===== config.mk =====
export PLATFORM = sky130hd
export DESIGN_NAME = ra_bist_host_flat
export DESIGN_NICKNAME = d
export VERILOG_FILES = /design/src/rtl/ra_bist_host_pkg.sv /design/src/rtl/ra_bist_host_if.sv /design/src/rtl/ra_bist_status_dec.sv /design/src/rtl/ra_bist_host.sv /design/src/flat_wrapper.sv
export SDC_FILE = /design/constraint.sdc
export NUM_CORES = 1
export LEC_CHECK = 0
export CORE_UTILIZATION = 35
export CTS_CLUSTER_DIAMETER = 100
export DETAILED_ROUTE_END_ITERATION = 10
export HOLD_SLACK_MARGIN = 0.03
export SYNTH_ARGS = -nofsm -noshare
export SYNTH_HDL_FRONTEND = slang
export SYNTH_SLANG_ARGS = --single-unit

===== constraint.sdc =====
create_clock -name clk -period 2.9 [get_ports clk]
set_input_delay 0.87 -clock clk [delete_from_list [all_inputs] [get_ports clk]]
set_output_delay 0.87 -clock clk [all_outputs]
set_load 0.02 [all_outputs]

===== src/rtl/ra_bist_host_pkg.sv =====
// Shared encodings for the array-local BIST host: op codes, ctl/status word prefixes,
// FSM states and the decoded-status record.
package ra_bist_host_pkg;

  localparam int BEAT_W = 24;
  localparam int DAT_W  = 3 * BEAT_W;

  typedef enum logic [1:0] {
    OP_FUNC  = 2'b00,
    OP_READ  = 2'b01,
    OP_WRITE = 2'b10,
    OP_BIST  = 2'b11
  } op_e;

  localparam logic [7:0]  CTL_READ  = 8'h80;
  localparam logic [7:0]  CTL_WRITE = 8'h90;
  localparam logic [7:0]  CTL_WDAT  = 8'hA0;
  localparam logic [7:0]  CTL_BIST  = 8'hF0;
  localparam logic [31:0] CTL_FUNC  = 32'h0000_0000;
  localparam logic [31:0] CTL_HOLD  = 32'h7000_0000;

  localparam logic [5:0]  STS_BEAT  = 6'b110000;
  localparam logic [7:0]  STS_PASS  = 8'hD0;
  localparam logic [7:0]  STS_FAIL  = 8'hD1;

  typedef enum logic [2:0] {
    ST_IDLE,
    ST_CMD,
    ST_WDAT,
    ST_WAIT,
    ST_RSP
  } state_e;

  typedef enum logic [1:0] {
    STS_NONE,
    STS_RBEAT,
    STS_DONE
  } sts_kind_e;

  typedef struct packed {
    sts_kind_e         kind;
    logic [1:0]        idx;
    logic [BEAT_W-1:0] dat;
    logic [7:0]        tid;
    logic              fail;
  } sts_t;

  // Beat 0 is the most significant 24 bits of the 72-bit word.
  function automatic logic [BEAT_W-1:0] get_beat(input logic [DAT_W-1:0] d, input logic [1:0] idx);
    logic [BEAT_W-1:0] b;
    case (idx)
      2'd0:    b = d[71:48];
      2'd1:    b = d[47:24];
      default: b = d[23:0];
    endcase
    return b;
  endfunction

  function automatic logic [DAT_W-1:0] put_beat(input logic [DAT_W-1:0] d, input logic [1:0] idx,
                                                input logic [BEAT_W-1:0] b);
    logic [DAT_W-1:0] r;
    r = d;
    case (idx)
      2'd0:    r[71:48] = b;
      2'd1:    r[47:24] = b;
      default: r[23:0]  = b;
    endcase
    return r;
  endfunction

endpackage


===== src/rtl/ra_bist_host_if.sv =====
// Host request/response bus plus the ctl/status pair of one local BIST block.
// master = test side (issues requests, returns status); slave = ra_bist_host.
interface ra_bist_host_if;
  import ra_bist_host_pkg::*;

  logic              req_valid;
  logic              req_ready;
  logic [1:0]        req_op;
  logic [5:0]        req_adr;
  logic [DAT_W-1:0]  req_dat;
  logic [7:0]        req_test;

  logic              rsp_valid;
  logic              rsp_ready;
  logic              rsp_err;
  logic              rsp_fail;
  logic [DAT_W-1:0]  rsp_dat;

  logic [31:0]       ctl;
  logic [31:0]       status;

  modport master (
    output req_valid, req_op, req_adr, req_dat, req_test, rsp_ready, status,
    input  req_ready, rsp_valid, rsp_err, rsp_fail, rsp_dat, ctl
  );

  modport slave (
    input  req_valid, req_op, req_adr, req_dat, req_test, rsp_ready, status,
    output req_ready, rsp_valid, rsp_err, rsp_fail, rsp_dat, ctl
  );

endinterface


===== src/rtl/ra_bist_status_dec.sv =====
// Combinational classifier of the BIST status word into read-beat / bist-done / ignored,
// with beat index, beat data, test id and fail flag extracted.
module ra_bist_status_dec
  import ra_bist_host_pkg::*;
(
  input  logic [31:0] status_i,
  output sts_t        sts_o
);

  always_comb begin
    sts_o.kind = STS_NONE;
    sts_o.idx  = status_i[25:24];
    sts_o.dat  = status_i[23:0];
    sts_o.tid  = status_i[7:0];
    sts_o.fail = status_i[24];
    if (status_i[31:26] == STS_BEAT) begin
      sts_o.kind = STS_RBEAT;
    end else if ((status_i[31:24] == STS_PASS || status_i[31:24] == STS_FAIL) &&
                 status_i[23:8] == 16'h0000) begin
      sts_o.kind = STS_DONE;
    end
  end

endmodule


===== src/rtl/ra_bist_host.sv =====
// Turns one host transaction into a ctl word sequence and parses the status stream back.
// Write: rsp 5 cycles after accept; read/bist: rsp 1 cycle after the final status or at TIMEOUT.
module ra_bist_host
  import ra_bist_host_pkg::*;
#(
  parameter int TIMEOUT = 255
) (
  input  logic           clk,
  input  logic           reset,
  ra_bist_host_if.slave  bus
);

  localparam logic [7:0] TIMEOUT_C = TIMEOUT[7:0];

  state_e            state_q;
  op_e               op_q;
  logic [DAT_W-1:0]  wdat_q;
  logic [7:0]        test_q;
  logic [1:0]        beat_q;
  logic [7:0]        timer_q;
  logic [7:0]        timer_d;
  logic              req_ready_q;
  logic              rsp_valid_q;
  logic              rsp_err_q;
  logic              rsp_fail_q;
  logic [DAT_W-1:0]  rsp_dat_q;
  logic [31:0]       ctl_q;
  sts_t              sts;

  ra_bist_status_dec u_dec (
    .status_i (bus.status),
    .sts_o    (sts)
  );

  assign timer_d = (timer_q == 8'hFF) ? timer_q : timer_q + 8'd1;

  always_ff @(posedge clk) begin
    if (reset) begin
      state_q     <= ST_IDLE;
      op_q        <= OP_FUNC;
      wdat_q      <= '0;
      test_q      <= '0;
      beat_q      <= '0;
      timer_q     <= '0;
      req_ready_q <= 1'b1;
      rsp_valid_q <= 1'b0;
      rsp_err_q   <= 1'b0;
      rsp_fail_q  <= 1'b0;
      rsp_dat_q   <= '0;
      ctl_q       <= CTL_FUNC;
    end else begin
      case (state_q)
        ST_IDLE: begin
          if (bus.req_valid && req_ready_q) begin
            op_q        <= op_e'(bus.req_op);
            wdat_q      <= bus.req_dat;
            test_q      <= bus.req_test;
            beat_q      <= '0;
            timer_q     <= '0;
            rsp_dat_q   <= '0;
            req_ready_q <= 1'b0;
            state_q     <= ST_CMD;
            case (op_e'(bus.req_op))
              OP_FUNC:  ctl_q <= CTL_FUNC;
              OP_READ:  ctl_q <= {CTL_READ, 18'h0, bus.req_adr};
              OP_WRITE: ctl_q <= {CTL_WRITE, 18'h0, bus.req_adr};
              default:  ctl_q <= {CTL_BIST, 16'h0, bus.req_test};
            endcase
          end
        end

        ST_CMD: begin
          timer_q <= timer_d;
          case (op_q)
            OP_FUNC: begin
              ctl_q       <= CTL_FUNC;
              state_q     <= ST_RSP;
              rsp_valid_q <= 1'b1;
            end
            OP_WRITE: begin
              ctl_q   <= {CTL_WDAT, get_beat(wdat_q, 2'd0)};
              state_q <= ST_WDAT;
            end
            default: begin
              ctl_q   <= CTL_HOLD;
              state_q <= ST_WAIT;
            end
          endcase
        end

        ST_WDAT: begin
          if (beat_q == 2'd2) begin
            ctl_q       <= CTL_HOLD;
            beat_q      <= '0;
            state_q     <= ST_RSP;
            rsp_valid_q <= 1'b1;
          end else begin
            ctl_q  <= {CTL_WDAT, get_beat(wdat_q, beat_q + 2'd1)};
            beat_q <= beat_q + 2'd1;
          end
        end

        ST_WAIT: begin
          ctl_q   <= CTL_HOLD;
          timer_q <= timer_d;
          // Timeout is the fallback; a completing status word in the same cycle overrides it.
          if (timer_d >= TIMEOUT_C) begin
            rsp_err_q   <= 1'b1;
            state_q     <= ST_RSP;
            rsp_valid_q <= 1'b1;
          end
          if (op_q == OP_READ && sts.kind == STS_RBEAT) begin
            if (sts.idx != beat_q) begin
              rsp_err_q   <= 1'b1;
              state_q     <= ST_RSP;
              rsp_valid_q <= 1'b1;
            end else begin
              rsp_dat_q <= put_beat(rsp_dat_q, sts.idx, sts.dat);
              beat_q    <= beat_q + 2'd1;
              if (beat_q == 2'd2) begin
                rsp_err_q   <= 1'b0;
                state_q     <= ST_RSP;
                rsp_valid_q <= 1'b1;
              end
            end
          end else if (op_q == OP_BIST && sts.kind == STS_DONE && sts.tid == test_q) begin
            rsp_fail_q  <= sts.fail;
            rsp_err_q   <= 1'b0;
            state_q     <= ST_RSP;
            rsp_valid_q <= 1'b1;
          end
        end

        ST_RSP: begin
          // ctl keeps its value: the array stays in test mode until a functional op.
          if (bus.rsp_ready) begin
            state_q     <= ST_IDLE;
            req_ready_q <= 1'b1;
            rsp_valid_q <= 1'b0;
            rsp_err_q   <= 1'b0;
            rsp_fail_q  <= 1'b0;
            rsp_dat_q   <= '0;
            beat_q      <= '0;
            timer_q     <= '0;
          end
        end

        default: begin
          state_q     <= ST_IDLE;
          req_ready_q <= 1'b1;
          rsp_valid_q <= 1'b0;
          ctl_q       <= CTL_FUNC;
        end
      endcase
    end
  end

  assign bus.req_ready = req_ready_q;
  assign bus.rsp_valid = rsp_valid_q;
  assign bus.rsp_err   = rsp_err_q;
  assign bus.rsp_fail  = rsp_fail_q;
  assign bus.rsp_dat   = rsp_dat_q;
  assign bus.ctl       = ctl_q;

endmodule


===== src/flat_wrapper.sv =====
// flat-port wrapper written by rule: the top's interface ports become plain ports
module ra_bist_host_flat import ra_bist_host_pkg::*;
#(
  parameter int TIMEOUT = 255
)
  (clk, reset, bus_req_valid, bus_req_op, bus_req_adr, bus_req_dat, bus_req_test, bus_rsp_ready, bus_status, bus_req_ready, bus_rsp_valid, bus_rsp_err, bus_rsp_fail, bus_rsp_dat, bus_ctl);
  ra_bist_host_if bus_i ();
  input  logic clk;
  input  logic reset;
  input wire logic [$bits(bus_i.req_valid)-1:0] bus_req_valid;
  input wire logic [$bits(bus_i.req_op)-1:0] bus_req_op;
  input wire logic [$bits(bus_i.req_adr)-1:0] bus_req_adr;
  input wire logic [$bits(bus_i.req_dat)-1:0] bus_req_dat;
  input wire logic [$bits(bus_i.req_test)-1:0] bus_req_test;
  input wire logic [$bits(bus_i.rsp_ready)-1:0] bus_rsp_ready;
  input wire logic [$bits(bus_i.status)-1:0] bus_status;
  output wire logic [$bits(bus_i.req_ready)-1:0] bus_req_ready;
  output wire logic [$bits(bus_i.rsp_valid)-1:0] bus_rsp_valid;
  output wire logic [$bits(bus_i.rsp_err)-1:0] bus_rsp_err;
  output wire logic [$bits(bus_i.rsp_fail)-1:0] bus_rsp_fail;
  output wire logic [$bits(bus_i.rsp_dat)-1:0] bus_rsp_dat;
  output wire logic [$bits(bus_i.ctl)-1:0] bus_ctl;
  assign bus_i.req_valid = bus_req_valid;
  assign bus_i.req_op = bus_req_op;
  assign bus_i.req_adr = bus_req_adr;
  assign bus_i.req_dat = bus_req_dat;
  assign bus_i.req_test = bus_req_test;
  assign bus_i.rsp_ready = bus_rsp_ready;
  assign bus_i.status = bus_status;
  assign bus_req_ready = bus_i.req_ready;
  assign bus_rsp_valid = bus_i.rsp_valid;
  assign bus_rsp_err = bus_i.rsp_err;
  assign bus_rsp_fail = bus_i.rsp_fail;
  assign bus_rsp_dat = bus_i.rsp_dat;
  assign bus_ctl = bus_i.ctl;
  ra_bist_host #(.TIMEOUT(TIMEOUT)) u_core (.clk(clk), .reset(reset), .bus(bus_i));
endmodule

**Word-level counts from Yosys, hierarchy flattened**

Index checks and enable logic that the tools add are counted.

- Register bits: 203
- Bits of input ports: 124
- Output and inout bits: 108
- Word-level logic and storage cells: 139

- $add $sub $neg: 2
- $lt $le $gt $ge: 1
- Equality and inequality tests: 31
- Multiplexer cells: 57
- Bitwise operators: 3
- Reductions and logical operators: 31

Operator list:

| operator | number |
|---|---|
| $mux W72 | 4 |
| $pmux W72 S3 | 1 |
| $pmux W32 S5 | 1 |
| $pmux W32 S3 | 1 |
| $mux W24 | 3 |
| $mux W32 | 2 |
| $pmux W32 S2 | 1 |
| $pmux W24 S2 | 1 |
| $eq A8 B8 Y1 const B | 3 |
| $mux W3 | 8 |
| $mux W8 | 3 |
| $pmux W8 S3 | 1 |
| $reduce_and A6 Y1 | 3 |
| $mux W1 | 17 |
| $logic_not A16 Y1 | 1 |
| $pmux W3 S5 | 1 |
| $mux W2 | 7 |
| $ne A2 B2 Y1 const B | 7 |
| $eq A2 B1 Y1 const B | 5 |
| $eq A2 B2 Y1 const B | 5 |
| $reduce_and A3 Y1 | 3 |
| $add A8 B1 Y8 const B | 1 |
| $eq A8 B8 Y1 | 1 |
| $ge A8 B8 Y1 const B | 1 |
| other kinds (25) | 44 |

**Longest topological paths before layout**

Gate-level depths: netlist of the first run.

- Depth after elaboration: 11
- Mapped depth: 9
- Mapped depth without buffers: 7

**Hierarchy**

A second synthesis of the first run with hierarchy kept.

- Cells, all modules: 1,063
- Area, all modules: 8,964.8 sq um

Modules (own cells, without submodules):

| module | times used | cells each | area an instance (sq um) | sequential area each (sq um) |
|---|---|---|---|---|
| ra_bist_host | 1 | 1,018 | 8,635.8 | 3,983.8 |
| ra_bist_status_dec | 1 | 45 | 329.1 | 0.0 |

**Worst setup path after synthesis of the first run**

OpenSTA, ideal clock, no wires.

- Path kind: input-to-reg
- Start point: input port bus_status[27]
- End point: register u_core.rsp_dat_q[48], in the netlist u_core.bus.rsp_dat[48]
- Library setup time: 0.125 ns
- Data arrival time: 2.261 ns
- Data required time: 2.775 ns
- Path slack: 0.513 ns
- Stages on the path: 6
- Buffers on the path: 1
- Cells stage by stage: nor4b_4 > nand4_2 > a221oi_4 > buf_8 > mux2i_1 > nor2_1

- Longest elaborated chain between the ends: 9
- Elaborated cells between the ends (all ways): 11
- Those cells by class: eq/ne: 5; mux: 2; reduce/logical: 4

RTL lines:

| element | line | RTL |
|---|---|---|
| from (decl) | flat_wrapper.sv:16 | `input wire logic [$bits(bus_i.status)-1:0] bus_status;` |
| $eq A8 B8 Y1 | ra_bist_status_dec.sv:18 | `end else if ((status_i[31:24] == STS_PASS \|\| status_i[31:24] == STS_FAIL) &&` |
| $logic_or A1 B1 Y1 | ra_bist_status_dec.sv:18 |  |
| $logic_and A1 B1 Y1 | ra_bist_status_dec.sv:18 |  |
| $mux W2 | ra_bist_status_dec.sv:18 |  |
| $mux W2 (*) | ra_bist_status_dec.sv:16 | `if (status_i[31:26] == STS_BEAT) begin` |
| $eq A2 B1 Y1 (*) | ra_bist_host.sv:112 | `if (op_q == OP_READ && sts.kind == STS_RBEAT) begin` |
| $logic_and A1 B1 Y1 (*) | ra_bist_host.sv:112 |  |
| $ne A2 B1 Y1 (no line) (*) | n/a |  |
| $reduce_and A6 Y1 (no line) (*) | n/a |  |
| to (signal assigned) | ra_bist_host.sv:118 | `rsp_dat_q <= put_beat(rsp_dat_q, sts.idx, sts.dat);` |
| to (decl) | ra_bist_host.sv:26 | `logic [DAT_W-1:0] rsp_dat_q;` |

Mark *: on every way between the ends. The rest lies on a longest branch, timed or not.
A chain may end at the register's enable or synchronous reset.

**Worst setup path in the final report of the first run**

- Start point: input port bus_status[9]
- End point: register u_core.rsp_valid_q, in the netlist u_core.bus.rsp_valid

- Longest elaborated chain between the ends: 10
- Elaborated cells between the ends (all ways): 12
- Those cells by class: eq/ne: 2; mux: 5; reduce/logical: 5

RTL lines:

| element | line | RTL |
|---|---|---|
| $logic_not A16 Y1 (*) | ra_bist_status_dec.sv:19 | `status_i[23:8] == 16'h0000) begin` |
| $logic_and A1 B1 Y1 (*) | ra_bist_status_dec.sv:18 |  |
| $mux W2 (*) | ra_bist_status_dec.sv:18 |  |
| $mux W2 (*) | ra_bist_status_dec.sv:16 |  |
| $eq A2 B2 Y1 | ra_bist_host.sv:126 | `end else if (op_q == OP_BIST && sts.kind == STS_DONE && sts.tid == test_q) begin` |
| $logic_and A1 B1 Y1 (2 in a row) | ra_bist_host.sv:126 |  |
| $mux W1 | ra_bist_host.sv:126 |  |
| $mux W1 (*) | ra_bist_host.sv:112 |  |
| $pmux W1 S5 (*) | ra_bist_host.sv:52 | `case (state_q)` |
| to (signal assigned) | ra_bist_host.sv:110 | `rsp_valid_q <= 1'b1;` |
| to (signal assigned) | ra_bist_host.sv:116 | `rsp_valid_q <= 1'b1;` |
| to (signal assigned) | ra_bist_host.sv:130 | `rsp_valid_q <= 1'b1;` |
| to (decl) | ra_bist_host.sv:23 | `logic rsp_valid_q;` |

Marks and branches as above.

==> reports/metrics.csv, run 1 <==
stage,metric,value,unit
outcome,status,"complete, no violations",
floorplanning,Initial Util,35.9,%
sta,RSZ-0062 raised after global routing,false,
yosys,Syn. warnings,0,
detailed_routing,DR vias/cell,5.11,
worst_setup_path,Reg-to-Reg Start,u_core.beat_q[1],
yosys,"area leader, netlist",dfxtp_1,
worst_setup_path,WP data arrival,2.79,ns
sta,final worst-path cycle share,84.2,%
floorplanning,die width,161,um
cts,buffer depth of the longest clock path,2,
global_route,initial antenna violation count,5,
worst_setup_path,Crit Path Max Fanout,6,
global_route,first-pass GRT wire length,42100,um
power_and_ir_drop,pwr/cell area,576,nW/um2
yosys,Synth cell types,72,
finish,layout cells sized above 1,8.65,%
cts,CTS sink cnt,199,
global_route,busiest layer in global routing,met2,
sta,Total Neg Setup Slack,0,ns
worst_setup_path,element type at the critical path end,flop,
power_and_ir_drop,VDD IR max,325,uV
global_route,vias in the first global route,7548,
finish,filler instances,2440,
power_and_ir_drop,Lkg Pwr,4.52,nW
worst_setup_path,Crit Path Category,in2reg,
run,Max-cap violations,0,
detailed_routing,Pre-antenna DRT Iters,5,
sta,final setup violation count,0,
yosys,largest cells by area after synthesis,"dfxtp_1 (45%), nand2_1 (8.9%), mux2i_1 (8.4%)",
floorplanning,core footprint,24500,um2
cts,CTS resizes,0,
detailed_routing,DR iter-0 viols,624,
cts,"CTS clk-pin slew, worst paths",0.08,ns
cts,CTS tree,done,
detailed_routing,WL/cell,17.0,um
floorplanning,Die ar.,25800,um2
detailed_routing,DRC viols,0,
yosys,Mapped Area,8810,um2
sta,Max Fclk,409,MHz
sta,skew final,0.0144,ns
cts,CTS H-tree lvls,4,
yosys,Mapped Cells,1039,
floorplanning,die height,161,um
cts,TritonCTS buffer count,17,
global_route,"Remaining Overflow, GRT",0,
detailed_routing,Final ANT Viol Nets,0,
worst_setup_path,CP Launch Type,input port,
cts,Root Buffer,clkbuf_16,
yosys,post-synth top area share,45.2,%
placement,dpl hpwl,19000,um
placement,GPL Wtd Cong,0.875,
yosys,Syn Area/Cell,8.48,um2
worst_hold_path,worst hold stages,2,
detailed_routing,via count,8049,
detailed_routing,Routed WL,26800,um
worst_setup_path,WP data required,3.25,ns
finish,Util after Layout,49.1,%
worst_hold_path,hold path start,u_core.wdat_q[46],
global_route,GRT Total Usage,20.7,%
sta,Pins Over Slew Limit,0,
yosys,"EDFF count, synth",0,
worst_hold_path,Worst Hold Class,reg2reg,
worst_hold_path,worst hold path endpoint,u_core.wdat_q[46],
sta,relative slew slack,46.6,%
global_route,GRT met1 Usage,28.2,%
finish,Area Growth Syn to Fin,36.8,%
yosys,"flops & latches, synth",199,
worst_setup_path,FF-to-FF path depth,6,
cts,later-pin clock latency in the skew report,0.44,ns
yosys,sequential area share after synthesis,45.2,%
floorplanning,io pins,232,
sta,Final Hold Fails,0,
sta,minimum clock period,2.44,ns
worst_setup_path,R2R Setup Slk,0.59,ns
sta,worst-margin pin slew,0.801,ns
yosys,ys flop type,dfxtp_1,
global_route,pin count of the biggest net entering global routing,83,
global_route,met2 usage,32.3,%
floorplanning,FP Rows,57,
worst_setup_path,Crit Reg-Reg Endpoint,u_core.bus.ctl[3],
finish,nets,1364,
cts,post-CTS setup buffers,0,
cts,# hold bufs at CTS,0,
global_route,grt met3 use,4.75,%
yosys,fraction of registers with async set/reset,0,%
placement,Port Buf Inserts,227,
==> power by group <==
group,internal (mW),switching (mW),total [mW],leakage (nW)
registers,2.88,0.113,3.00,1.62
logic,0.698,0.846,1.54,2.62
clock network,1.17,1.22,2.40,0.284
total,4.76,2.18,6.94,4.52
==> worst max-delay path: stages <==
cell and delay (ns):
clkdlybuf4s50_1 0.44, nor4_1 0.45, buf_4 0.21, nand4_1 0.10, nor4_2 0.24, buf_4 0.18
nor4_1 0.06, a211oi_1 0.24
==> logic make-up (layout without fill, tap and decap cells) <==
kind of cell | count (synthesis) | after routing | share of synthesized area [%]
AO/OA/AOI/OAI | 233 | 233 | 17.0
buffers and inverters | 88 | 294 | 5.03
multiplexers | 81 | 81 | 9.30
other | 1 | 8 | 0.0426
flip-flops | 199 | 199 | 45.2
adder cells (fa/ha/maj) | 5 | 5 | 0.710
AND/OR/NAND/NOR | 421 | 421 | 21.4
XOR/XNOR | 11 | 11 | 1.26
==> layer usage <==
metal	wire, um	share of wire, %
met2	12000	45
met5	13	0.048
met3	1790	6.7
met4	453	1.7
met1	12500	47
==> layout make-up <==
cell class / instances / area (um2) / area share [%]
Clock buffer: 17 / 425 / 3.53
Inverter: 4 / 15.0 / 0.125
Sequential cell: 199 / 3980 / 33.1
Tap cell: 324 / 405 / 3.36
Multi-Input combinational cell: 755 / 4420 / 36.7
Clock inverter: 15 / 174 / 1.44
Antenna cell: 4 / 10.0 / 0.0830
Timing Repair Buffer: 258 / 2620 / 21.7
==> how the worst max path moves through the flow <==
stage / from / to / slack [ns] / cells after the start
after floorplan: bus_status[27] / u_core.bus.rsp_dat[48] / 0.51 / 6
after detailed placement: bus_status[21] / u_core.bus.rsp_valid / -0.02 / 7
final: bus_status[9] / u_core.bus.rsp_valid / 0.46 / 8
after global placement: bus_status[9] / u_core.bus.rsp_valid / -0.07 / 8
after CTS: bus_status[21] / u_core.bus.rsp_valid / 0.44 / 7
after global routing: bus_status[21] / u_core.bus.rsp_valid / 0.27 / 7
==> synthesized netlist by cell type, types with 15 or more instances <==
| master | count |
|---|---|
| clkbuf_1 | 51 |
| nor2_1 | 119 |
| dfxtp_1 | 199 |
| mux2i_1 | 74 |
| nor3_1 | 16 |
| a22oi_1 | 25 |
| a21oi_1 | 110 |
| and2_2 | 20 |
| nand2_1 | 210 |
| o21ai_0 | 36 |
| buf_2 | 15 |
| a222oi_1 | 18 |
==> per-stage QoR <==
step	setup slack [ns]	power, mW	instance area, um2	hold slack (ns)	std cells
3_3_place_gp	-0.0721	4.60	11400	0.442	1540
2_1_floorplan	0.513	4.02	8820	0.436	1042
3_5_place_dp	-0.0164	4.61	11400	0.446	1540
6_report	0.458	6.94	12100	0.457	1576
4_1_cts	0.441	7.00	12000	0.458	1572
5_1_grt	0.267	7.25	12100	0.472	1575
==> registers in the layout, summed over array words and instances, names as in the netlist, 2 cells and up <==
signal / cells
u_core.wdat_q: 72
u_core.op_q: 2
u_core.state_q: 3
u_core.test_q: 8
u_core.beat_q: 2
u_core.timer_q: 8
u_core.bus.ctl: 28
u_core.bus.rsp_dat: 72
==> placed cells by master, fill, tap and decap left out, types with 8 or more instances in the layout <==
cell type,n
clkdlybuf4s50_1,226
nand2_1,209
dfxtp_1,199
nor2_1,118
a21oi_1,110
mux2i_1,74
o21ai_0,36
a22oi_1,25
buf_4,22
and2_2,20
a222oi_1,18
clkbuf_16,17
nor3_1,16
buf_12,9
xnor2_1,8
(Power assumes the default switching activity.)
==> inputs of run 2 (changes only) <==
==> constraint.sdc (replaced) <==
create_clock -name clk -period 2.5 [get_ports clk]
set_input_delay 0.75 -clock clk [delete_from_list [all_inputs] [get_ports clk]]
set_output_delay 0.75 -clock clk [all_outputs]
set_load 0.02 [all_outputs]
==> run 2 against run 1 <==
Flip-flop and latch count did not move. Hold slack improved by 0.00065 ns. Clock skew rose by 0.0020 ns. Critical path type unchanged. Via count rose by 1.9%. Critical endpoint is now u_core.state_q[1]. Core utilization rose by 0.54 points. Sequential power rose by 16%. Global-route usage grew 0.42 points. Power is 18% higher. Sequential share of layout area decreased by 0.36 points. Setup slack worse by 0.29 ns. Count of clock-buffer cells in the layout unchanged. Non-clock buffer count up 15. Largest power group unchanged.
==> reports/metrics.csv, run 2 (synthesis results as in run 1) <==
stage,metric,value,unit
detailed_routing,DR iter-0 viols,660,
finish,most frequent cells in the layout,"clkdlybuf4s50_1 (226), nand2_1 (209), dfxtp_1 (199), nor2_1 (118), a21oi_1 (110)",
worst_setup_path,Reg-to-Reg Start,u_core.state_q[1],
global_route,GRT Total Usage,21.1,%
cts,"CTS clk-pin slew, worst paths",0.08,ns
cts,buffer depth of the longest clock path,2,
cts,Root Buffer,clkbuf_16,
worst_setup_path,CP startpoint,bus_status[28],
sta,RSZ-0062 raised after global routing,false,
sta,skew final,0.0164,ns
floorplanning,core footprint,24500,um2
detailed_routing,DR vias/cell,5.16,
cts,CTS sink cnt,199,
power_and_ir_drop,power share of the clock group,35.2,%
detailed_routing,WL/cell,17.2,um
placement,GPL Wtd Cong,0.838,
worst_hold_path,Worst Hold Class,reg2reg,
worst_setup_path,Crit Path Category,in2reg,
power_and_ir_drop,Sequential Power Share,42.4,%
worst_setup_path,element type at the critical path end,flop,
global_route,first-pass GRT wire length,42800,um
finish,filler instances,2383,
global_route,"Remaining Overflow, GRT",0,
power_and_ir_drop,pwr/cell area,673,nW/um2
sta,final setup violation count,0,
power_and_ir_drop,Logic pwr share,22.4,%
power_and_ir_drop,VDD IR max,348,uV
placement,Port Buf Inserts,227,
detailed_routing,via count,8200,
sta,Max Fclk,428,MHz
placement,pre-CTS WS,-0.374,ns
floorplanning,die width,161,um
floorplanning,die height,161,um
sta,worst-margin pin slew,0.630,ns
worst_setup_path,CP Launch Type,input port,
detailed_routing,Routed WL,27300,um
worst_setup_path,Crit Reg-Reg Endpoint,u_core.bus.rsp_dat[54],
worst_hold_path,hold path start,u_core.wdat_q[42],
placement,placed cell area,11600,um2
worst_setup_path,Max stage delay on crit path,0.54,ns
global_route,initial antenna violation count,1,
global_route,pin count of the biggest net entering global routing,74,
finish,"most common cell after layout, fill and taps aside",clkdlybuf4s50_1,
cts,CTS H-tree lvls,4,
cts,CTS tree,done,
sta,relative slew slack,57.7,%
run,Max-cap violations,0,
power_and_ir_drop,Lkg Pwr,4.61,nW
sta,fin worst setup slack,0.165,ns
finish,layout cells sized above 1,9.82,%
sta,final worst-path cycle share,93.4,%
worst_setup_path,WP data required,2.85,ns
sta,Pins Over Slew Limit,0,
finish,nets,1379,
sta,Total Neg Setup Slack,0,ns
worst_setup_path,crit path cell chain,clkdlybuf4s50_1 > and4bb_1 > and2_1 > o21a_1 > or4_1 > a311oi_1,
finish,design area,12200,um2
floorplanning,Initial Util,35.9,%
sta,minimum clock period,2.33,ns
power_and_ir_drop,cell-internal power,5.65,mW
floorplanning,FP Rows,57,
outcome,status,"complete, no violations",
worst_setup_path,end of the critical path,u_core.state_q[1],
power_and_ir_drop,Sw Ratio,31.2,%
floorplanning,io pins,232,
detailed_routing,Final ANT Viol Nets,0,
worst_setup_path,Crit Path Max Fanout,4,
worst_setup_path,"Slowest-stage cell, CP",clkdlybuf4s50_1,
cts,later-pin clock latency in the skew report,0.45,ns
floorplanning,Die ar.,25800,um2
global_route,vias in the first global route,7685,
power_and_ir_drop,switching pwr,2.56,mW
sta,Final Hold Fails,0,
worst_setup_path,FF-to-FF path depth,6,
placement,dpl hpwl,19500,um
cts,TritonCTS buffer count,17,
detailed_routing,Pre-antenna DRT Iters,6,
finish,Area Growth Syn to Fin,38.3,%
detailed_routing,DRC viols,0,
worst_setup_path,R2R Setup Slk,0.31,ns
worst_setup_path,WP data arrival,2.68,ns
run 2: area by class of cell:
cell class              instances  area [um2]  share of cell area (%)
flip-flops and latches        199        3980                    32.7
inverters                       4        15.0                   0.123
multi-input cells             755        4430                    36.3
repair buffers                273        2730                    22.4
diodes                          1        2.50                  0.0205
clock buffers                  17         425                    3.49
well taps                     324         405                    3.33
clock inverters                15         194                    1.59
run 2: per-stage QoR:
| stage | std cells | util [%] | hold WS (ns) | power, mW |
|---|---|---|---|---|
| floorplan | 1042 | - | 0.436 | 4.66 |
| global placement | 1555 | 47.1 | 0.442 | 5.38 |
| detailed placement | 1555 | 47.1 | 0.446 | 5.39 |
| CTS | 1587 | 49.6 | 0.457 | 8.27 |
| global route | 1588 | 49.7 | 0.473 | 8.56 |
| finish | 1588 | 49.7 | 0.458 | 8.20 |
run 2: metal layers:
metal | global-route usage [%] | vias to the layer above | part of all wire (%)
li1 | - | 4015 | -
met1 | 28.9 | 3856 | 46
met2 | 33.5 | 304 | 46
met3 | 4.88 | 25 | 7.2
met4 | 5.06 | 0 | 1.4
met5 | 0 | - | 0
run 2: worst min path at each step:
stage / slack [ns] / depth (start not counted) / end
global route: 0.47 / 2 / u_core.wdat_q[27]
global placement: 0.44 / 2 / u_core.wdat_q[44]
detailed placement: 0.45 / 2 / u_core.wdat_q[27]
floorplan: 0.44 / 2 / u_core.wdat_q[24]
CTS: 0.46 / 2 / u_core.wdat_q[27]
finish: 0.46 / 2 / u_core.wdat_q[42]
run 2: what timing repair did:
action                                  in CTS  in global routing
setup buffers                                0                  0
resized for setup                            0                  1
endpoints found under the setup margin       0                  2
hold buffers                                 0                  0
run 2: critical path: cells and delay by family:
family	cells	cell delay, ns
and+or+nand+nor	3	0.99
buffers and inverters	1	0.54
AOI/OAI and AO/OA	2	0.41
run 2: power groups by stage:
stage,Clock [mW],Combinational (mW),Sequential [mW]
finish,2.89,1.84,3.48
global route,3.07,2.00,3.50
CTS,2.94,1.85,3.48
detailed placement,0,1.84,3.55
global placement,0,1.84,3.54
floorplan,0,1.10,3.56
==> inputs of run 3 (changes only) <==
==> constraint.sdc (replaced) <==
create_clock -name clk -period 2.97 [get_ports clk]
set_input_delay 0.891 -clock clk [delete_from_list [all_inputs] [get_ports clk]]
set_output_delay 0.891 -clock clk [all_outputs]
set_load 0.005 [all_outputs]
==> run 3 against run 2 <==
Final cell count is 1.1% lower. Die area did not move. First-iteration DRC count down 7.1%. Clock power shrank 14%. Core utilization decreased by 0.44 points. Largest power group unchanged.
==> reports/metrics.csv, run 3 (synthesis results as in run 1) <==
stage,metric,value,unit
detailed_routing,DR iter-0 viols,613,
cts,buffer depth of the longest clock path,2,
global_route,"Remaining Overflow, GRT",0,
cts,CTS tree,done,
finish,"most common cell after layout, fill and taps aside",clkdlybuf4s50_1,
worst_setup_path,Crit Path Category,in2reg,
cts,later-pin clock latency in the skew report,0.45,ns
floorplanning,Initial Util,35.9,%
power_and_ir_drop,power share of the clock group,36.1,%
global_route,GRT Total Usage,21.0,%
worst_setup_path,WP data required,3.32,ns
sta,worst hold slack,0.457,ns
sta,worst-margin pin slew,0.955,ns
floorplanning,die height,161,um
power_and_ir_drop,pwr/cell area,569,nW/um2
cts,# hold bufs at CTS,0,
placement,GPL Wtd Cong,0.839,
cts,CTS sink cnt,199,
sta,relative slew slack,35.7,%
cts,CTS resizes,0,
sta,final setup violation count,0,
detailed_routing,Final ANT Viol Nets,0,
power_and_ir_drop,cell-internal power,4.69,mW
worst_hold_path,Worst Hold Class,reg2reg,
sta,minimum clock period,2.79,ns
power_and_ir_drop,Sw Ratio,31.7,%
power_and_ir_drop,Overall Power,6.87,mW
worst_setup_path,CP Launch Type,input port,
cts,"CTS clk-pin slew, worst paths",0.08,ns
finish,design area,12100,um2
cts,Root Buffer,clkbuf_16,
detailed_routing,Routed WL,27200,um
power_and_ir_drop,switching pwr,2.18,mW
finish,nets,1361,
placement,placed cell area,11400,um2
placement,Port Buf Inserts,227,
worst_hold_path,worst hold stages,2,
worst_setup_path,element type at the critical path end,flop,
sta,Pins Over Slew Limit,0,
floorplanning,die width,161,um
sta,skew final,0.0170,ns
floorplanning,io pins,232,
floorplanning,Die ar.,25800,um2
floorplanning,core footprint,24500,um2
detailed_routing,via count,7986,
global_route,vias in the first global route,7565,
cts,CTS H-tree lvls,4,
power_and_ir_drop,Logic pwr share,21.3,%
detailed_routing,DR vias/cell,5.09,
cts,post-CTS setup buffers,0,
power_and_ir_drop,Lkg Pwr,4.53,nW
sta,Max Fclk,358,MHz
finish,Area Growth Syn to Fin,37.1,%
sta,Final Hold Fails,0,
outcome,status,"complete, no violations",
sta,final worst-path cycle share,94.0,%
finish,Util after Layout,49.2,%
worst_setup_path,WP data arrival,3.14,ns
power_and_ir_drop,Sequential Power Share,42.6,%
power_and_ir_drop,VDD IR max,382,uV
detailed_routing,DRC viols,0,
cts,TritonCTS buffer count,17,
global_route,first-pass GRT wire length,42400,um
finish,layout cells sized above 1,8.43,%
run,Max-cap violations,0,
global_route,initial antenna violation count,2,
detailed_routing,WL/cell,17.3,um
global_route,pin count of the biggest net entering global routing,75,
finish,most frequent cells in the layout,"clkdlybuf4s50_1 (226), nand2_1 (209), dfxtp_1 (199), nor2_1 (118), a21oi_1 (110)",
worst_setup_path,Crit Path Max Fanout,6,
finish,filler instances,2358,
sta,Total Neg Setup Slack,0,ns
detailed_routing,Pre-antenna DRT Iters,5,
worst_setup_path,FF-to-FF path depth,7,
placement,dpl hpwl,19200,um
sta,RSZ-0062 raised after global routing,false,
floorplanning,FP Rows,57,
[run 3: cell types whose count changed in the layout (fill, tap and decap cells not counted), moves of 2 or more]
cell | previous run | this run
clkinv_8 | 3 | 6
inv_16 | 0 | 2
inv_8 | 5 | 2
inv_12 | 1 | 3
buf_4 | 37 | 19
[run 3: final cells by class]
| class | count | area, um2 | share of cell area [%] |
|---|---|---|---|
| diodes | 1 | 2.50 | 0.0207 |
| clock buffers | 17 | 425 | 3.52 |
| clock inverters | 15 | 226 | 1.88 |
| inverters | 4 | 15.0 | 0.124 |
| multi-input cells | 755 | 4420 | 36.6 |
| flip-flops and latches | 199 | 3980 | 33.0 |
| well taps | 324 | 405 | 3.36 |
| repair buffers | 255 | 2600 | 21.5 |
[run 3: path summary, 6_finish.rpt]
path / end / startpoint / slack, ns
setup / recovery: u_core.bus.rsp_valid / bus_status[9] / 0.18
hold / removal: u_core.wdat_q[32] / u_core.wdat_q[32] / 0.46
setup reg to reg: u_core.bus.rsp_dat[54] / u_core.state_q[0] / 0.65
hold reg to reg: u_core.wdat_q[32] / u_core.wdat_q[32] / 0.46
[run 3: power by group through the flow]
| stage | Sequential (mW) | Combinational, mW | Clock, mW |
|---|---|---|---|
| 2_1_floorplan | 2.95 | 0.923 | 0 |
| 3_3_place_gp | 2.98 | 1.46 | 0 |
| 3_5_place_dp | 2.99 | 1.46 | 0 |
| 4_1_cts | 2.92 | 1.47 | 2.55 |
| 5_1_grt | 2.94 | 1.58 | 2.65 |
| 6_report | 2.93 | 1.46 | 2.48 |
[run 3: per-stage QoR]
step                      setup slack (ns)  instances
after floorplan                      0.562       1042
after global placement              -0.215       1537
after detailed placement            -0.219       1537
after CTS                            0.223       1569
after global routing                0.0809       1570
final                                0.178       1570
[run 3: layer usage]
layer  routed length [um]  global-route usage [%]
met3                 1650                    4.60
met2                12300                    33.0
met5                    0                       0
met1                12800                    28.3
met4                  497                    6.93
[run 3: worst max-delay path, cell delays in order]
cell	delay (ns)
clkdlybuf4s50_1	0.44
nor4_1	0.83
nand4_1	0.20
nor4_2	0.26
buf_4	0.19
nor4_1	0.07
a211oi_1	0.27
